File: src/rtl/mem_arbiter.sv
// Two-port arbiter sharing one single-ported memory between instruction fetch and load/store.
// Data wins ties; a saturating starvation counter forces a fetch grant after STARVE data grants.
module mem_arbiter #(
    parameter int unsigned n      = 32,
    parameter int unsigned STARVE = 4
) (
    input  logic         clk,
    input  logic         reset,
    input  logic         i_req,
    input  logic [n-1:0] i_addr,
    output logic         i_ack,
    output logic [n-1:0] i_rdata,
    input  logic         d_req,
    input  logic         d_we,
    input  logic [n-1:0] d_addr,
    input  logic [n-1:0] d_wdata,
    output logic         d_ack,
    output logic [n-1:0] d_rdata,
    output logic         mem_req,
    output logic         mem_we,
    output logic [n-1:0] mem_addr,
    output logic [n-1:0] mem_wdata,
    input  logic         mem_ready,
    input  logic [n-1:0] mem_rdata,
    output logic         stall
);
    typedef enum logic [1:0] {StIdle, StGrantI, StGrantD} state_e;

    localparam logic [3:0] StarveMax = 4'(STARVE);

    state_e       state_q, state_d;
    logic [3:0]   starve_q, starve_d;
    logic         i_ack_q, i_ack_d;
    logic         d_ack_q, d_ack_d;
    logic [n-1:0] i_rdata_q, i_rdata_d;
    logic [n-1:0] d_rdata_q, d_rdata_d;
    logic         we_q, we_d;
    logic [n-1:0] addr_q, addr_d;
    logic [n-1:0] wdata_q, wdata_d;
    logic         i_live, d_live;

    // A requester is ignored in its own ack cycle so a request dropped on ack is never re-granted.
    assign i_live = i_req & ~i_ack_q;
    assign d_live = d_req & ~d_ack_q;

    always_comb begin
        state_d   = state_q;
        starve_d  = starve_q;
        i_ack_d   = 1'b0;
        d_ack_d   = 1'b0;
        i_rdata_d = i_rdata_q;
        d_rdata_d = d_rdata_q;
        we_d      = we_q;
        addr_d    = addr_q;
        wdata_d   = wdata_q;
        unique case (state_q)
            StIdle: begin
                if (d_live && !(i_live && starve_q == StarveMax)) begin
                    state_d = StGrantD;
                    we_d    = d_we;
                    addr_d  = d_addr;
                    wdata_d = d_wdata;
                    if (i_req && starve_q != StarveMax) begin
                        starve_d = starve_q + 4'd1;
                    end
                end else if (i_live) begin
                    state_d  = StGrantI;
                    we_d     = 1'b0;
                    addr_d   = i_addr;
                    starve_d = 4'd0;
                end
            end
            StGrantI: begin
                if (mem_ready) begin
                    state_d   = StIdle;
                    i_ack_d   = 1'b1;
                    i_rdata_d = mem_rdata;
                end
            end
            StGrantD: begin
                if (mem_ready) begin
                    state_d = StIdle;
                    d_ack_d = 1'b1;
                    if (!we_q) begin
                        d_rdata_d = mem_rdata;
                    end
                end
            end
            default: state_d = StIdle;
        endcase
    end

    always_ff @(posedge clk or negedge reset) begin
        if (!reset) begin
            state_q   <= StIdle;
            starve_q  <= 4'd0;
            i_ack_q   <= 1'b0;
            d_ack_q   <= 1'b0;
            i_rdata_q <= '0;
            d_rdata_q <= '0;
            we_q      <= 1'b0;
            addr_q    <= '0;
            wdata_q   <= '0;
        end else begin
            state_q   <= state_d;
            starve_q  <= starve_d;
            i_ack_q   <= i_ack_d;
            d_ack_q   <= d_ack_d;
            i_rdata_q <= i_rdata_d;
            d_rdata_q <= d_rdata_d;
            we_q      <= we_d;
            addr_q    <= addr_d;
            wdata_q   <= wdata_d;
        end
    end

    // Decoded from the async-reset state register, so it drops as soon as reset asserts.
    assign mem_req   = (state_q != StIdle);
    assign mem_we    = we_q;
    assign mem_addr  = addr_q;
    assign mem_wdata = wdata_q;
    assign i_ack     = i_ack_q;
    assign d_ack     = d_ack_q;
    assign i_rdata   = i_rdata_q;
    assign d_rdata   = d_rdata_q;
    assign stall     = i_req & ~i_ack_q;

endmodule

File: config.mk
export PLATFORM = sky130hd
export DESIGN_NAME = mem_arbiter
export DESIGN_NICKNAME = d
export VERILOG_FILES = /design/src/rtl/mem_arbiter.sv
export SDC_FILE = /design/constraint.sdc
export NUM_CORES = 1
export LEC_CHECK = 0
export ABC_CLOCK_PERIOD_IN_PS = 3310
export CAP_MARGIN = 30
export CORE_MARGIN = 2
export CORE_UTILIZATION = 40
export CTS_CLUSTER_SIZE = 28
export DETAILED_ROUTE_END_ITERATION = 7
export DONT_BUFFER_PORTS = 1
export GPL_TIMING_DRIVEN = 0
export PLACE_DENSITY = 0.55
export SYNTH_ARGS = -nofsm -noshare
export SYNTH_HDL_FRONTEND = slang
export SYNTH_SLANG_ARGS = --single-unit
File: constraint.sdc
create_clock -name clk -period 3.31 [get_ports clk]
set_input_delay 0.1655 -clock clk [delete_from_list [all_inputs] [get_ports clk]]
set_output_delay 0.1655 -clock clk [all_outputs]
set_load 0.02 [all_outputs]
==> impl_metrics.env <==
export IMPL_finalHoldViolCount=137
export IMPL_fp_dieArea_um2=16600
export IMPL_grt_total_usage=0.204
export IMPL_cts_hold_buf=77
export IMPL_synth_flop_cell="dfrtp_1"
export IMPL_peakVddDrop_v=0.000450
export IMPL_fillers=1337
export IMPL_avgSynthCellArea_um2=12.9
export IMPL_cts_buffers=17
export IMPL_area_delta_synth_final_pct=26.1
export IMPL_drc=0
export IMPL_nNetsFinal=718
export IMPL_post_cts_buffers=0
export IMPL_rsz0062_at_grt="no"
export IMPL_grt_max_degree=138
export IMPL_fin_cells=780
export IMPL_path_max_fanout=10
export IMPL_final_setup_skew_ns=0.00606
export IMPL_ys_warn_count=0
export IMPL_synthMostInstantiatedCell="dfrtp_1"
export IMPL_placed_cells=671
export IMPL_syn_inst=483
export IMPL_cts_tree="yes"
export IMPL_cap_viol_max_count=0
export IMPL_avgRoutedWirePerCell_um=21.4
export IMPL_grt_pass1_vias=4889
export IMPL_ys_seq_elements=137
export IMPL_finalCritPeriodShare=0.575
export IMPL_slew_viol_final=0
export IMPL_core_um2=15200
export IMPL_crit_required_ns=3.60
export IMPL_swShare=0.421
export IMPL_slew_headroom=0.732
export IMPL_netlist_area_leader_share=0.550
export IMPL_n_antenna_cell=0
export IMPL_internal_power_w=0.00489
export IMPL_synth_mux_area_frac=0.175
export IMPL_synth_top_family_by_area="multiplexers"
export IMPL_antenna_found_initial=0
export IMPL_finalInstanceArea_um2=7860
export IMPL_fmax_ghz=0.525
export IMPL_dr_first_iter_drc_count=193
export IMPL_avgViaCountPerCell=5.71
export IMPL_p_clk_frac=0.232
export IMPL_die_h_um=129
export IMPL_synth_async_reset_ratio=1.00
export IMPL_grt_first_pass_wirelength_mm=26.2
export IMPL_h_tree_depth=4
export IMPL_worstHoldPathType="primary input to asynchronous set/reset pin"
export IMPL_clkTransAtPathRegs_ns=0.06
export IMPL_combPwrFrac=0.270
export IMPL_setup_violations=0
export IMPL_synth_compound_area_share=0.123
export IMPL_pwr_share_seq=0.498
export IMPL_synth_common_cells="137 x dfrtp_1, 66 x mux2_2, 64 x nor3_1"
export IMPL_synth_area_um2=6230
export IMPL_min_period_ns=1.90
export IMPL_num_rows=45
export IMPL_drive_above_1_share=0.297
export IMPL_switchingPower_w=0.00355
export IMPL_place_area_um2=6470
export IMPL_num_vias=4455
export IMPL_power_density_nw_per_um2=1070
export IMPL_clock_latency_ns=0.41
export IMPL_grt_ovfl_total=0
export IMPL_antenna_left=0
export IMPL_totalNegativeSetupSlack_ns=0
export IMPL_critical_path_class="register to register"
export IMPL_hold_ws_ns=-0.549
export IMPL_gp_congestion=0.784
export IMPL_p_leak_nw=3.22
export IMPL_cp_arrival_ns=2.19
export IMPL_port_buffers=0
export IMPL_yosysTopAreaCell="dfrtp_1"
export IMPL_synth_xor_area_frac=0
export IMPL_yosysUniqueCellTypes=36
export IMPL_synthAdderAreaFrac=0.0100
export IMPL_synth_area_leaders="dfrtp_1 55%, mux2_2 12%, a2111oi_2 7.2%"
export IMPL_start_util=0.410
export IMPL_clock_path_buffers=2
export IMPL_worst_pin_slew_ns=0.392
export IMPL_dr_pass1_iters=4
export IMPL_ctsResizeCount=0
export IMPL_synth_nets=622
export IMPL_io_pins=267
export IMPL_r2r_setup_slack_ns=1.41
export IMPL_yosys_area_share_simple=0.0975
export IMPL_yosysSeqAreaShare=0.550
export IMPL_routed_wl_mm=16.7
export IMPL_violations="hold timing"
export IMPL_synth_edf_count=0
export IMPL_dp_final_hpwl_mm=11.7
export IMPL_endpoint_kind="register"
export IMPL_cts_sinks=137
export IMPL_cts_root_buf="clkbuf_16"
export IMPL_die_width_um=129
export IMPL_outcome="finished with violations"
export IMPL_cp_start_kind="register"
area by class of cell:
type | count | area [um2] | area share
clock buffers | 20 | 457 | 0.0581
well taps | 188 | 235 | 0.0299
inverters | 11 | 41.3 | 0.00525
repair buffers | 77 | 771 | 0.0980
flip-flops and latches | 137 | 3430 | 0.436
plain buffers | 36 | 236 | 0.0301
clock inverters | 12 | 164 | 0.0208
multi-input cells | 299 | 2530 | 0.322
power groups by stage:
stage,registers (W),logic (W),clock network (W)
global placement,0.00422,0.00212,0
detailed placement,0.00423,0.00222,0
global route,0.00431,0.00253,0.00208
CTS,0.00421,0.00230,0.00201
finish,0.00420,0.00228,0.00196
floorplan,0.00397,0.00183,0
layer usage:
layer	vias up	track usage	wire, um
met5	-	0	0
met4	0	0.0537	178
met3	20	0.0977	1800
met2	194	0.351	8570
met1	2253	0.227	6120
li1	1988	-	-
cells in the final DEF (no fill, tap or decap), types with 3 or more instances in the layout:
master,n
bufinv_16,3
ha_1,5
nor2_1,33
mux2_2,66
a2111oi_2,30
clkbuf_16,17
inv_1,9
buf_2,24
o21ai_0,3
nor3_1,64
nand2_1,3
o22ai_1,33
dfrtp_1,137
clkinv_4,5
dlygate4sd3_1,77
a21oi_1,5
buf_4,5
mux2_1,30
nand2_4,3
buf_6,7
final timing paths:
check                           start            to  cells after the start
max in group asynchronous       reset    state_q[1]                      0
hold reg to reg            state_q[0]    state_q[0]                      2
setup / recovery           state_q[1]  mem_wdata[6]                      6
setup reg to reg           state_q[1]  mem_wdata[6]                      6
min in group clk           d_addr[16]  mem_addr[16]                      2
hold / removal                  reset   mem_addr[5]                      0
state kept, by name, indices dropped and copies added (netlist names):
name       cells
d_rdata       32
i_rdata       32
mem_addr      32
mem_wdata     32
starve_q       4
state_q        2
d_ack          1
i_ack          1
mem_we         1
critical path: stages (launching register included):
cell and delay [ns]:
dfrtp_1 0.38, inv_1 0.11, ha_1 0.30, nand2_2 0.19, nor2_4 0.26, buf_6 0.20, mux2_1 0.34
per-stage QoR:
step / hold slack (ns) / worst slack (ns) / power, W / utilization
final: -0.549 / 1.41 / 0.00844 / 0.517
after global routing: -0.575 / 1.24 / 0.00892 / 0.517
after CTS: -0.568 / 1.39 / 0.00852 / 0.517
after detailed placement: -0.127 / 1.39 / 0.00645 / 0.426
after global placement: -0.127 / 1.45 / 0.00634 / 0.426
after floorplan: -0.130 / 1.68 / 0.00579 / -
kinds of logic after synthesis:
| logic type | count (synthesis) |
|---|---|
| flops | 137 |
| simple gates | 119 |
| mux | 97 |
| compound gates | 78 |
| buf+inv | 47 |
| fa+ha+maj | 5 |
Note: power is estimated with default switching activity, not from simulation.
